**config.mk**
```make
export PLATFORM = sky130hd
export DESIGN_NAME = d_ip_apb_master_flat
export DESIGN_NICKNAME = d
export VERILOG_FILES = /design/src/rtl/d_ip_apb_master_pkg.sv /design/src/rtl/d_ip_apb_master_if.sv /design/src/rtl/d_ip_apb_master.sv /design/src/flat_wrapper.sv
export SDC_FILE = /design/constraint.sdc
export NUM_CORES = 1
export LEC_CHECK = 0
export CAP_MARGIN = 20
export CORE_UTILIZATION = 30
export DETAILED_ROUTE_END_ITERATION = 8
export RECOVER_POWER = 100
export SLEW_MARGIN = 20
export SYNTH_ARGS = -nofsm -noshare
export SYNTH_HDL_FRONTEND = slang
export SYNTH_SLANG_ARGS = --single-unit
export TNS_END_PERCENT = 1
```
**constraint.sdc**
```tcl
create_clock -name PCLK -period 1.7 [get_ports PCLK]
set_input_delay 0.34 -clock PCLK [delete_from_list [all_inputs] [get_ports PCLK]]
set_output_delay 0.34 -clock PCLK [all_outputs]
set_load 0.01 [all_outputs]
```
**src/rtl/d_ip_apb_master_pkg.sv**
```systemverilog
// ---------------------------------------------------------------------------
// d_ip_apb_pkg
// Shared types and defaults for the APB3 requester d_ip_apb_master.
//   apb_mst_st_e : requester FSM states (IDLE / SETUP / ACCESS)
//   apb_rsp_t    : response slot contents (read data + error flag)
//   APB_DATA_WD  : width of the response data carried in apb_rsp_t
//   APB_TMO_CYC_DEF : default PREADY-low limit for the optional timeout
// ---------------------------------------------------------------------------
package d_ip_apb_pkg;

   localparam int APB_DATA_WD     = 32;
   localparam int APB_TMO_CYC_DEF = 255;

   typedef enum logic [1:0] {
      IDLE   = 2'd0,
      SETUP  = 2'd1,
      ACCESS = 2'd2
   } apb_mst_st_e;

   typedef struct packed {
      logic [APB_DATA_WD-1:0] rdata;
      logic                   err;
   } apb_rsp_t;

endpackage

```
**src/rtl/d_ip_apb_master_if.sv**
```systemverilog
// ---------------------------------------------------------------------------
// d_ip_apb_master_if
// Groups the command stream, the response stream and the APB3 bus of the
// requester into one bundle.
//   modport master : view of d_ip_apb_master (drives cmd_ready, rsp_*, busy,
//                    PSEL/PENABLE/PADDR/PWRITE/PWDATA; receives cmd_*,
//                    rsp_ready, PRDATA/PREADY/PSLVERR)
//   modport slave  : opposite view (command source, response sink and the
//                    APB peripheral side together)
// ---------------------------------------------------------------------------
interface d_ip_apb_master_if #(
   parameter int ADDR_WD = 12,
   parameter int DATA_WD = 32
);
   // command stream
   logic               cmd_valid;
   logic               cmd_ready;
   logic               cmd_write;
   logic [ADDR_WD-1:0] cmd_addr;
   logic [DATA_WD-1:0] cmd_wdata;
   // response stream
   logic               rsp_valid;
   logic               rsp_ready;
   logic [DATA_WD-1:0] rsp_rdata;
   logic               rsp_err;
   logic               busy;
   // APB3 bus
   logic               PSEL;
   logic               PENABLE;
   logic [ADDR_WD-1:0] PADDR;
   logic               PWRITE;
   logic [DATA_WD-1:0] PWDATA;
   logic [DATA_WD-1:0] PRDATA;
   logic               PREADY;
   logic               PSLVERR;

   modport master (
      input  cmd_valid, cmd_write, cmd_addr, cmd_wdata, rsp_ready,
      input  PRDATA, PREADY, PSLVERR,
      output cmd_ready, rsp_valid, rsp_rdata, rsp_err, busy,
      output PSEL, PENABLE, PADDR, PWRITE, PWDATA
   );

   modport slave (
      output cmd_valid, cmd_write, cmd_addr, cmd_wdata, rsp_ready,
      output PRDATA, PREADY, PSLVERR,
      input  cmd_ready, rsp_valid, rsp_rdata, rsp_err, busy,
      input  PSEL, PENABLE, PADDR, PWRITE, PWDATA
   );

endinterface

```
**src/rtl/d_ip_apb_master.sv**
```systemverilog
// ---------------------------------------------------------------------------
// d_ip_apb_master
// APB3 requester: converts a valid/ready command stream into single APB
// transfers (one outstanding) and returns read data / error status on a
// valid/ready response stream. All APB outputs come straight from flops.
//
// Ports:
//   PCLK   : clock
//   PRESET : synchronous, active-high reset
//   bus    : d_ip_apb_master_if.master (cmd_*, rsp_*, busy, APB signals)
//
// Parameters: ADDR_WD, DATA_WD, TMO_CYC (>= 1, timeout build only).
// Build option: define D_IP_APB_MASTER_TIMEOUT_EN to terminate an ACCESS
// phase with rsp_err=1 after TMO_CYC consecutive PREADY-low cycles.
// ---------------------------------------------------------------------------
module d_ip_apb_master
   import d_ip_apb_pkg::*;
#(
   parameter int ADDR_WD = 12,
   parameter int DATA_WD = 32,
   parameter int TMO_CYC = APB_TMO_CYC_DEF
) (
   input  logic                PCLK,
   input  logic                PRESET,
   d_ip_apb_master_if.master   bus
);

   apb_mst_st_e        r_state;
   apb_mst_st_e        w_state_nxt;
   logic               w_cmd_ready;
   logic               w_accept;
   logic               w_done;
   logic               w_tmo_hit;

   logic               r_psel;
   logic               r_penable;
   logic               r_pwrite;
   logic [ADDR_WD-1:0] r_paddr;
   logic [DATA_WD-1:0] r_pwdata;
   logic               r_busy;
   logic               r_rsp_valid;
   apb_rsp_t           r_rsp;

`ifdef D_IP_APB_MASTER_TIMEOUT_EN
   localparam int TMO_WD = $clog2(TMO_CYC + 1);
   logic [TMO_WD-1:0] r_tmo_cnt;

   // PREADY-low cycle counter, restarted while in SETUP (i.e. on ACCESS entry)
   always_ff @(posedge PCLK) begin
      if (PRESET) begin
         r_tmo_cnt <= '0;
      end else if (r_state == SETUP) begin
         r_tmo_cnt <= '0;
      end else if ((r_state == ACCESS) && !bus.PREADY) begin
         r_tmo_cnt <= r_tmo_cnt + TMO_WD'(1);
      end else begin
         r_tmo_cnt <= r_tmo_cnt;
      end
   end

   // The current cycle is the TMO_CYC-th PREADY-low cycle; PREADY high wins.
   assign w_tmo_hit = (r_state == ACCESS) && !bus.PREADY &&
                      (r_tmo_cnt == TMO_WD'(TMO_CYC - 1));
`else
   assign w_tmo_hit = 1'b0;
`endif

   // FSM state register
   always_ff @(posedge PCLK) begin
      if (PRESET) begin
         r_state <= IDLE;
      end else begin
         r_state <= w_state_nxt;
      end
   end

   // FSM next-state logic
   always_comb begin
      w_state_nxt = r_state;
      case (r_state)
         IDLE: begin
            if (w_accept) begin
               w_state_nxt = SETUP;
            end else begin
               w_state_nxt = IDLE;
            end
         end
         SETUP: begin
            w_state_nxt = ACCESS;
         end
         ACCESS: begin
            if (bus.PREADY || w_tmo_hit) begin
               w_state_nxt = IDLE;
            end else begin
               w_state_nxt = ACCESS;
            end
         end
         default: begin
            w_state_nxt = IDLE;
         end
      endcase
   end

   // FSM output decode: handshake and transfer-end strobes
   always_comb begin
      w_cmd_ready = 1'b0;
      w_done      = 1'b0;
      case (r_state)
         IDLE: begin
            // a full slot still admits a command when it drains this cycle;
            // held low during reset so nothing is accepted then
            w_cmd_ready = !PRESET && (!r_rsp_valid || bus.rsp_ready);
         end
         ACCESS: begin
            w_done = bus.PREADY;
         end
         default: begin
            w_cmd_ready = 1'b0;
            w_done      = 1'b0;
         end
      endcase
   end

   assign w_accept = bus.cmd_valid && w_cmd_ready;

   // APB output registers, loaded from the next state so they match the FSM
   always_ff @(posedge PCLK) begin
      if (PRESET) begin
         r_psel    <= 1'b0;
         r_penable <= 1'b0;
         r_busy    <= 1'b0;
         r_pwrite  <= 1'b0;
         r_paddr   <= '0;
         r_pwdata  <= '0;
      end else begin
         r_psel    <= (w_state_nxt != IDLE);
         r_penable <= (w_state_nxt == ACCESS);
         r_busy    <= (w_state_nxt != IDLE);
         if (w_accept) begin
            r_pwrite <= bus.cmd_write;
            r_paddr  <= bus.cmd_addr;
            r_pwdata <= bus.cmd_write ? bus.cmd_wdata : '0;
         end else begin
            r_pwrite <= r_pwrite;
            r_paddr  <= r_paddr;
            r_pwdata <= r_pwdata;
         end
      end
   end

   // Response slot: filled at transfer end, held until rsp_ready
   always_ff @(posedge PCLK) begin
      if (PRESET) begin
         r_rsp_valid <= 1'b0;
         r_rsp       <= '0;
      end else if (w_done) begin
         r_rsp_valid <= 1'b1;
         r_rsp.rdata <= r_pwrite ? '0 : APB_DATA_WD'(bus.PRDATA);
         r_rsp.err   <= bus.PSLVERR;
      end else if (w_tmo_hit) begin
         r_rsp_valid <= 1'b1;
         r_rsp.rdata <= '0;
         r_rsp.err   <= 1'b1;
      end else if (bus.rsp_ready) begin
         r_rsp_valid <= 1'b0;
         r_rsp       <= r_rsp;
      end else begin
         r_rsp_valid <= r_rsp_valid;
         r_rsp       <= r_rsp;
      end
   end

   assign bus.cmd_ready = w_cmd_ready;
   assign bus.rsp_valid = r_rsp_valid;
   assign bus.rsp_rdata = DATA_WD'(r_rsp.rdata);
   assign bus.rsp_err   = r_rsp.err;
   assign bus.busy      = r_busy;
   assign bus.PSEL      = r_psel;
   assign bus.PENABLE   = r_penable;
   assign bus.PADDR     = r_paddr;
   assign bus.PWRITE    = r_pwrite;
   assign bus.PWDATA    = r_pwdata;

endmodule

```
**src/flat_wrapper.sv**
```systemverilog
// flat-port wrapper written by rule: the top's interface ports become plain ports
module d_ip_apb_master_flat import d_ip_apb_pkg::*;
#(
   parameter int ADDR_WD = 12,
   parameter int DATA_WD = 32,
   parameter int TMO_CYC = APB_TMO_CYC_DEF
)
  (PCLK, PRESET, bus_cmd_valid, bus_cmd_write, bus_cmd_addr, bus_cmd_wdata, bus_rsp_ready, bus_PRDATA, bus_PREADY, bus_PSLVERR, bus_cmd_ready, bus_rsp_valid, bus_rsp_rdata, bus_rsp_err, bus_busy, bus_PSEL, bus_PENABLE, bus_PADDR, bus_PWRITE, bus_PWDATA);
  d_ip_apb_master_if #(.ADDR_WD(ADDR_WD), .DATA_WD(DATA_WD)) bus_i ();
  input  logic PCLK;
  input  logic PRESET;
  input wire logic [$bits(bus_i.cmd_valid)-1:0] bus_cmd_valid;
  input wire logic [$bits(bus_i.cmd_write)-1:0] bus_cmd_write;
  input wire logic [$bits(bus_i.cmd_addr)-1:0] bus_cmd_addr;
  input wire logic [$bits(bus_i.cmd_wdata)-1:0] bus_cmd_wdata;
  input wire logic [$bits(bus_i.rsp_ready)-1:0] bus_rsp_ready;
  input wire logic [$bits(bus_i.PRDATA)-1:0] bus_PRDATA;
  input wire logic [$bits(bus_i.PREADY)-1:0] bus_PREADY;
  input wire logic [$bits(bus_i.PSLVERR)-1:0] bus_PSLVERR;
  output wire logic [$bits(bus_i.cmd_ready)-1:0] bus_cmd_ready;
  output wire logic [$bits(bus_i.rsp_valid)-1:0] bus_rsp_valid;
  output wire logic [$bits(bus_i.rsp_rdata)-1:0] bus_rsp_rdata;
  output wire logic [$bits(bus_i.rsp_err)-1:0] bus_rsp_err;
  output wire logic [$bits(bus_i.busy)-1:0] bus_busy;
  output wire logic [$bits(bus_i.PSEL)-1:0] bus_PSEL;
  output wire logic [$bits(bus_i.PENABLE)-1:0] bus_PENABLE;
  output wire logic [$bits(bus_i.PADDR)-1:0] bus_PADDR;
  output wire logic [$bits(bus_i.PWRITE)-1:0] bus_PWRITE;
  output wire logic [$bits(bus_i.PWDATA)-1:0] bus_PWDATA;
  assign bus_i.cmd_valid = bus_cmd_valid;
  assign bus_i.cmd_write = bus_cmd_write;
  assign bus_i.cmd_addr = bus_cmd_addr;
  assign bus_i.cmd_wdata = bus_cmd_wdata;
  assign bus_i.rsp_ready = bus_rsp_ready;
  assign bus_i.PRDATA = bus_PRDATA;
  assign bus_i.PREADY = bus_PREADY;
  assign bus_i.PSLVERR = bus_PSLVERR;
  assign bus_cmd_ready = bus_i.cmd_ready;
  assign bus_rsp_valid = bus_i.rsp_valid;
  assign bus_rsp_rdata = bus_i.rsp_rdata;
  assign bus_rsp_err = bus_i.rsp_err;
  assign bus_busy = bus_i.busy;
  assign bus_PSEL = bus_i.PSEL;
  assign bus_PENABLE = bus_i.PENABLE;
  assign bus_PADDR = bus_i.PADDR;
  assign bus_PWRITE = bus_i.PWRITE;
  assign bus_PWDATA = bus_i.PWDATA;
  d_ip_apb_master #(.ADDR_WD(ADDR_WD), .DATA_WD(DATA_WD), .TMO_CYC(TMO_CYC)) u_core (.PCLK(PCLK), .PRESET(PRESET), .bus(bus_i));
endmodule
```
Word-level counts from Yosys, hierarchy flattened --
Cells that the tools add are included.
Operators by class: eq/ne operators 3, multiplexer cells 9, reduce and logical (&&, ||, !) cells 8
Operators by type and width (number):
- 32-bit two-way mux | 2
- 2-bit one-hot mux with 3 select lines | 1
- 1-bit two-way mux | 5
- 2-bit equality test (second input constant) | 2
- 2-bit nonzero test | 2
- 2-bit by 1-bit equality test with 1-bit output (second input constant) | 1
- 1-bit logical AND | 2
- 1-bit zero test | 2
- 2-bit zero test | 1
- 2-bit two-way mux | 1
- 1-bit logical OR | 1
Storage, ports and cells: register bits 83, input port bits 83, word-level logic and storage cells 29

Depth between registers and ports, before layout --
Gate-level depths: netlist of the first run.
depth in word-level cells 8, mapped depth 6, mapped depth without buffers 4

Worst setup path after synthesis of the first run --
No wires, ideal clock.
kind register -> output, start register u_core.r_state[1], end output port bus_cmd_ready, data arrival time 1.081 ns, required time 1.360 ns, path slack 0.279 ns, stages on the path, launching flop included 4, buffers on the path 1, path through dfxtp_1 -> or2_2 -> clkbuf_1 -> nor3_1
On the way: word-level cells in the longest chain between the ends 2
RTL lines:
- from (decl) | RTL line d_ip_apb_master.sv:28 | apb_mst_st_e r_state;
- from (signal assigned) | RTL line d_ip_apb_master.sv:73 | r_state <= w_state_nxt;
- 2-bit zero test | RTL line d_ip_apb_master.sv:108 | case (r_state)
- 1-bit two-way mux | RTL line d_ip_apb_master.sv:108
- to (decl) | RTL line flat_wrapper.sv:20 | output wire logic [$bits(bus_i.cmd_ready)-1:0] bus_cmd_ready;
No other way between the ends.

Worst setup path after layout of the first run --
start register u_core.r_pwdata[22] (netlist: u_core.bus.PWDATA[22]), end output port bus_PWDATA[22]
RTL lines:
- from (decl) | RTL line d_ip_apb_master.sv:39 | logic [DATA_WD-1:0] r_pwdata;
- from (signal assigned) | RTL line d_ip_apb_master.sv:142 | r_pwdata <= bus.cmd_write ? bus.cmd_wdata : '0;
- from (signal assigned) | RTL line d_ip_apb_master.sv:146 | r_pwdata <= r_pwdata;
- to (decl) | RTL line flat_wrapper.sv:29 | output wire logic [$bits(bus_i.PWDATA)-1:0] bus_PWDATA;
No word-level cell between the ends.

==> metrics, run 1 <==
Final Hold Viols=0; share of the synthesized area in the top cell type=52.47%; area occupied by multi-input gates=1329 um2; clk root buf=clkbuf_8; power per standard cell area=801.0 nW/um2; clock share of power=34.2%; placed instance area=5029 um2; DRC violations left=0; fillers=1000; Vias=3231; WP buf/inv=1; crit share post-route=96.13%; Inserted Clock Buffers=9; Reg2Reg Depth=5; Critical Path Stages=1; Seq pwr share=49.6%; DR WL/cell=13.99 um; Worst EP arrival=1.29 ns; Mean Syn Cell Area=8.536 um2; Crit-path slowest cell=dlygate4sd3_1; Area Growth Syn to Fin=64.28%; ANT nets after route=0; Worst-path clk slew=0.08 ns; fmax=611.9 MHz; Worst-Margin Slew=0.7006 ns; Distinct cells, synth=26; H-tree Lvls=3; critical path class=reg -> out; number of antenna violations at the first check in global routing=0; gpl congestion=0.7476; TritonCTS clock tree=built; MaxCap Viol Count=0; initial core utilization=30.81%; Tmin final=1.634 ns; number of synthesized flops with an enable pin=0; hold crit path type=reg -> reg; worst slack, placed=-0.2903 ns; Main synth FF type=dfxtp_1; crit end category=output port; Setup WS post-layout=0.06573 ns; status=finished clean; Die Span Y=104.7 um; Final Max Slew Viols=0; Crit Path Max Fanout=2; I/O Pins=166; most used standard cell by instance count after synthesis=dfxtp_1; Mapped Cells=371; dpl hpwl=6.523 mm; Detailed Route WL=9.417 mm; layout cells sized above 1=8.007%; core area=10280 um2; CP top delay family=buffers and inverters; worst hold path depth=2; slowest stage delay, CP=0.61 ns; global-route wire length before repair=14.77 mm; Int Power=3.142 mW; Static Leakage=1.910 nW; Yosys reg bits=83; part of the power in combinational logic=16.2%; Ant. Diodes=0; sw frac=24.61%; VDD IR-drop max=0.3717 mV; first-pass detailed-route iteration total=4; Yosys top cell by area=dfxtp_1; Mapped Area=3167 um2; Switch Pwr=1.025 mW; worst path cell trace=dlygate4sd3_1; final instance area=5202 um2; Worst EP required=1.36 ns; largest net degree at the start of global routing=35; Syn Nets=454; die width=104.7 um; port bufs=165; top post-synthesis cells by count=dfxtp_1, nand2_1, o21ai_1; Nets=615; TNS Setup=0 ns; FF+latch area=1662 um2; number of synthesis warnings=0; skew final=0.008012 ns; total track usage=16.47%; Worst-Skew Late Latency=0.34 ns; Max Root-Sink Buffers=2; Clock Sinks=83; unrepaired setup endpoints after global routing=no; number of DRC markers in iteration 0=104; async set or reset register ratio after synthesis=0%; full die area=10970 um2; vias per cell=4.801; ranking of synthesized cells by area=dfxtp_1, nand2_1, nand3b_1; post-synthesis sequential area ratio=52.47%; vias in the first global route=3072; # rows=37; kind of start point of the critical path=flop; max_slew headroom=53.29%; aggregate global routing overflow=0; Final setup viols=0
==> layer usage <==
layer | wire [um] | vias to the layer above | GRT usage [%]
met2 | 4159 | 131 | 26.06
met4 | 156 | 0 | 5.734
li1 | - | 1623 | -
met1 | 4293 | 1464 | 21.01
met3 | 807 | 13 | 5.303
met5 | 0 | - | 0
==> cell type report <==
cell class / instances / share of cell area, %
Clock inverter: 6 / 1.251
Multi-Input combinational cell: 248 / 25.54
Inverter: 3 / 0.2165
Timing Repair Buffer: 187 / 35.14
Sequential cell: 83 / 31.94
Clock buffer: 10 / 2.646
Tap cell: 136 / 3.271
==> final timing paths <==
check	from	to	slack, ns
setup reg to reg	u_core.r_state[1]	u_core.bus.rsp_rdata[17]	0.23
setup / recovery	u_core.bus.PWDATA[22]	bus_PWDATA[22]	0.07
hold / removal	u_core.bus.rsp_rdata[18]	u_core.bus.rsp_rdata[18]	0.45
hold reg to reg	u_core.bus.rsp_rdata[18]	u_core.bus.rsp_rdata[18]	0.45
==> metrics by stage <==
stage | instances | power [mW] | utilization (%) | hold slack, ns
global placement | 657 | 2.813 | 48.93 | 0.4353
CTS | 673 | 4.255 | 50.85 | 0.4530
floorplan | 371 | 2.366 | - | 0.4162
detailed placement | 657 | 2.817 | 48.93 | 0.4418
finish | 673 | 4.167 | 50.62 | 0.4501
global route | 673 | 4.367 | 50.62 | 0.4632
==> sequential cells by signal (all words and copies together), names as in the netlist <==
name	flops
u_core.bus.PADDR	12
u_core.bus.rsp_valid	1
u_core.bus.PWDATA	32
u_core.bus.rsp_err	1
u_core.bus.PSEL	1
u_core.bus.rsp_rdata	32
u_core.r_state	2
u_core.bus.PENABLE	1
u_core.bus.PWRITE	1
==> power by group through the flow <==
stage | Combinational (mW) | Sequential [mW] | Clock [mW]
2_1_floorplan | 0.212 | 2.15 | 0
3_3_place_gp | 0.700 | 2.11 | 0
3_5_place_dp | 0.703 | 2.11 | 0
4_1_cts | 0.704 | 2.07 | 1.48
5_1_grt | 0.722 | 2.08 | 1.56
6_report | 0.673 | 2.07 | 1.43
==> placed cells by master, fill, tap and decap left out, drive strengths merged, types with 2 or more instances in the layout <==
cell / instances
clkdlybuf4s50: 130
dfxtp: 83
nand2: 81
o21ai: 43
a21oi: 36
dlygate4sd3: 34
nand3b: 33
nand4: 20
buf: 18
clkbuf: 15
nand3: 13
o311ai: 11
clkinv: 5
or2: 2
nand2b: 2
inv: 2
==> logic make-up after synthesis <==
group	synth area share (%)
simple gates	25.96
compound gates	15.76
flops	52.47
buf+inv	5.491
mux	0.3161
==> timing repair <==
| action | CTS | global route |
|---|---|---|
| gates resized for setup | 5 | 0 |
| hold buffers | 0 | 0 |
| endpoints found under the setup margin | 1 | 0 |
| buffers inserted | 0 | 0 |
Power figures use the tool's default switching activity.
==> inputs of run 2 (changes only) <==
--- a/config.mk
+++ b/config.mk
@@ -6,6 +6,7 @@
 export NUM_CORES = 1
 export LEC_CHECK = 0
 export CAP_MARGIN = 20
+export CORE_MARGIN = 1.5
 export CORE_UTILIZATION = 30
 export DETAILED_ROUTE_END_ITERATION = 8
 export RECOVER_POWER = 100
==> run 2 against run 1 <==
Compared with the run above: clock skew shrank 0.00074 ns; core utilization shrank 0.28 points; first-iteration DRC count grew 23%; sequential power about the same; critical path depth is the same; non-clock buffer count decreased by 4; register-to-register slack got worse by 0.04 ns; sequential share of layout area up 0.18 points; flip-flop and latch count is the same; total power fell by 4.8%.
==> metrics, run 2 (same netlist as run 1, synthesis figures left out) <==
post-CTS sizing=5; die width=105.7 um; Nets=611; sw frac=25.63%; Ant. Diodes=0; Int Power=2.951 mW; port bufs=165; DRC violations left=0; Static Leakage=1.844 nW; most frequent cells in the layout=clkdlybuf4s50_1, dfxtp_1, nand2_1; Worst-Skew Late Latency=0.34 ns; TritonCTS clock tree=built; VDD IR-drop max=0.4424 mV; critical path class=reg -> out; WP buf/inv=1; kind of start point of the critical path=flop; number of DRC markers in iteration 0=128; Worst-Margin Slew=0.3771 ns; I/O Pins=166; Tmin final=1.627 ns; vias in the first global route=3153; Crit-path slowest cell=dlygate4sd3_1; total track usage=17.29%; worst path cell trace=dlygate4sd3_1; DR WL/cell=14.79 um; fmax=614.6 MHz; dpl hpwl=6.756 mm; Seq pwr share=52.2%; Final Util=50.34%; gpl congestion=0.7234; core area=10280 um2; power per standard cell area=766.9 nW/um2; Inserted Clock Buffers=9; max_slew headroom=74.86%; fillers=1008; TNS Setup=0 ns; part of the power in combinational logic=17.4%; crit share post-route=95.70%; Final Max Slew Viols=0; Clock Sinks=83; slowest stage delay, CP=0.61 ns; Final Hold Viols=0; final instance area=5174 um2; hold crit path type=reg -> reg; Worst-path clk slew=0.09 ns; full die area=11180 um2; placed instance area=5036 um2; ANT nets after route=0; status=finished clean; CP top delay family=buffers and inverters; global-route wire length before repair=15.61 mm; Die Span Y=105.7 um; crit end category=output port; Max Root-Sink Buffers=2; Vias=3238; Switch Pwr=1.017 mW; first-pass detailed-route iteration total=4; H-tree Lvls=3; clock share of power=30.4%; final hold slack=0.4510 ns; layout cells sized above 1=6.955%; vias per cell=4.847; commonest non-fill, non-tap cell in the layout=clkdlybuf4s50_1; unrepaired setup endpoints after global routing=no; skew final=0.007274 ns; # rows=37; Area Growth Syn to Fin=63.37%; Detailed Route WL=9.879 mm; Worst EP required=1.36 ns; Post-CTS Setup Bufs=0; Crit Path Max Fanout=2; Worst EP arrival=1.29 ns; count of hold-fix buffers inserted at cts=0; largest net degree at the start of global routing=46; aggregate global routing overflow=0; Final setup viols=0; initial core utilization=30.81%; MaxCap Viol Count=0; number of antenna violations at the first check in global routing=0; clk root buf=clkbuf_8
## run 2: cell types whose count changed in the layout (fill, tap and decap cells not counted), sizes merged
cell           delta
clkdlybuf4s50    +14
dlygate4sd3      -14
buf               -2
bufinv            -1
clkbuf            -2
## run 2: area by class of cell
cell class / count / area (um2) / share of cell area, %
inverters: 3 / 11.26 / 0.2177
repair buffers: 183 / 1841 / 35.57
multi-input cells: 248 / 1331 / 25.73
clock buffers: 10 / 127.6 / 2.467
well taps: 136 / 170.2 / 3.289
clock inverters: 5 / 31.28 / 0.6046
flip-flops and latches: 83 / 1662 / 32.12
## run 2: final timing paths
| check | startpoint | to | slack (ns) | depth (start not counted) |
|---|---|---|---|---|
| hold reg to reg | u_core.bus.rsp_rdata[21] | u_core.bus.rsp_rdata[21] | 0.45 | 2 |
| setup reg to reg | u_core.r_state[1] | u_core.bus.PADDR[11] | 0.19 | 6 |
| setup / recovery | u_core.bus.PADDR[0] | bus_PADDR[0] | 0.07 | 1 |
| hold / removal | u_core.bus.rsp_rdata[21] | u_core.bus.rsp_rdata[21] | 0.45 | 2 |
## run 2: layer usage
| metal | up-vias | global-route usage (%) | share of wire, % |
|---|---|---|---|
| li1 | 1604 | - | - |
| met1 | 1499 | 22.11 | 45 |
| met2 | 123 | 26.90 | 45 |
| met3 | 12 | 5.875 | 8.5 |
| met4 | 0 | 6.467 | 1.5 |
| met5 | - | 0 | 0 |
## run 2: power by group through the flow
stage               Combinational (mW)  Clock, mW  Sequential, mW
finish                           0.691       1.21            2.07
global placement                 0.707          0            2.11
CTS                              0.713       1.27            2.07
detailed placement               0.712          0            2.12
global route                     0.744       1.34            2.08
floorplan                        0.212          0            2.15
## run 2: metrics by stage
step | cells | power, mW | worst slack (ns)
finish | 668 | 3.968 | 0.07304
global route | 668 | 4.166 | 0.008734
CTS | 668 | 4.054 | 0.05816
detailed placement | 653 | 2.827 | -0.2848
global placement | 653 | 2.819 | -0.2973
floorplan | 371 | 2.366 | 0.2790
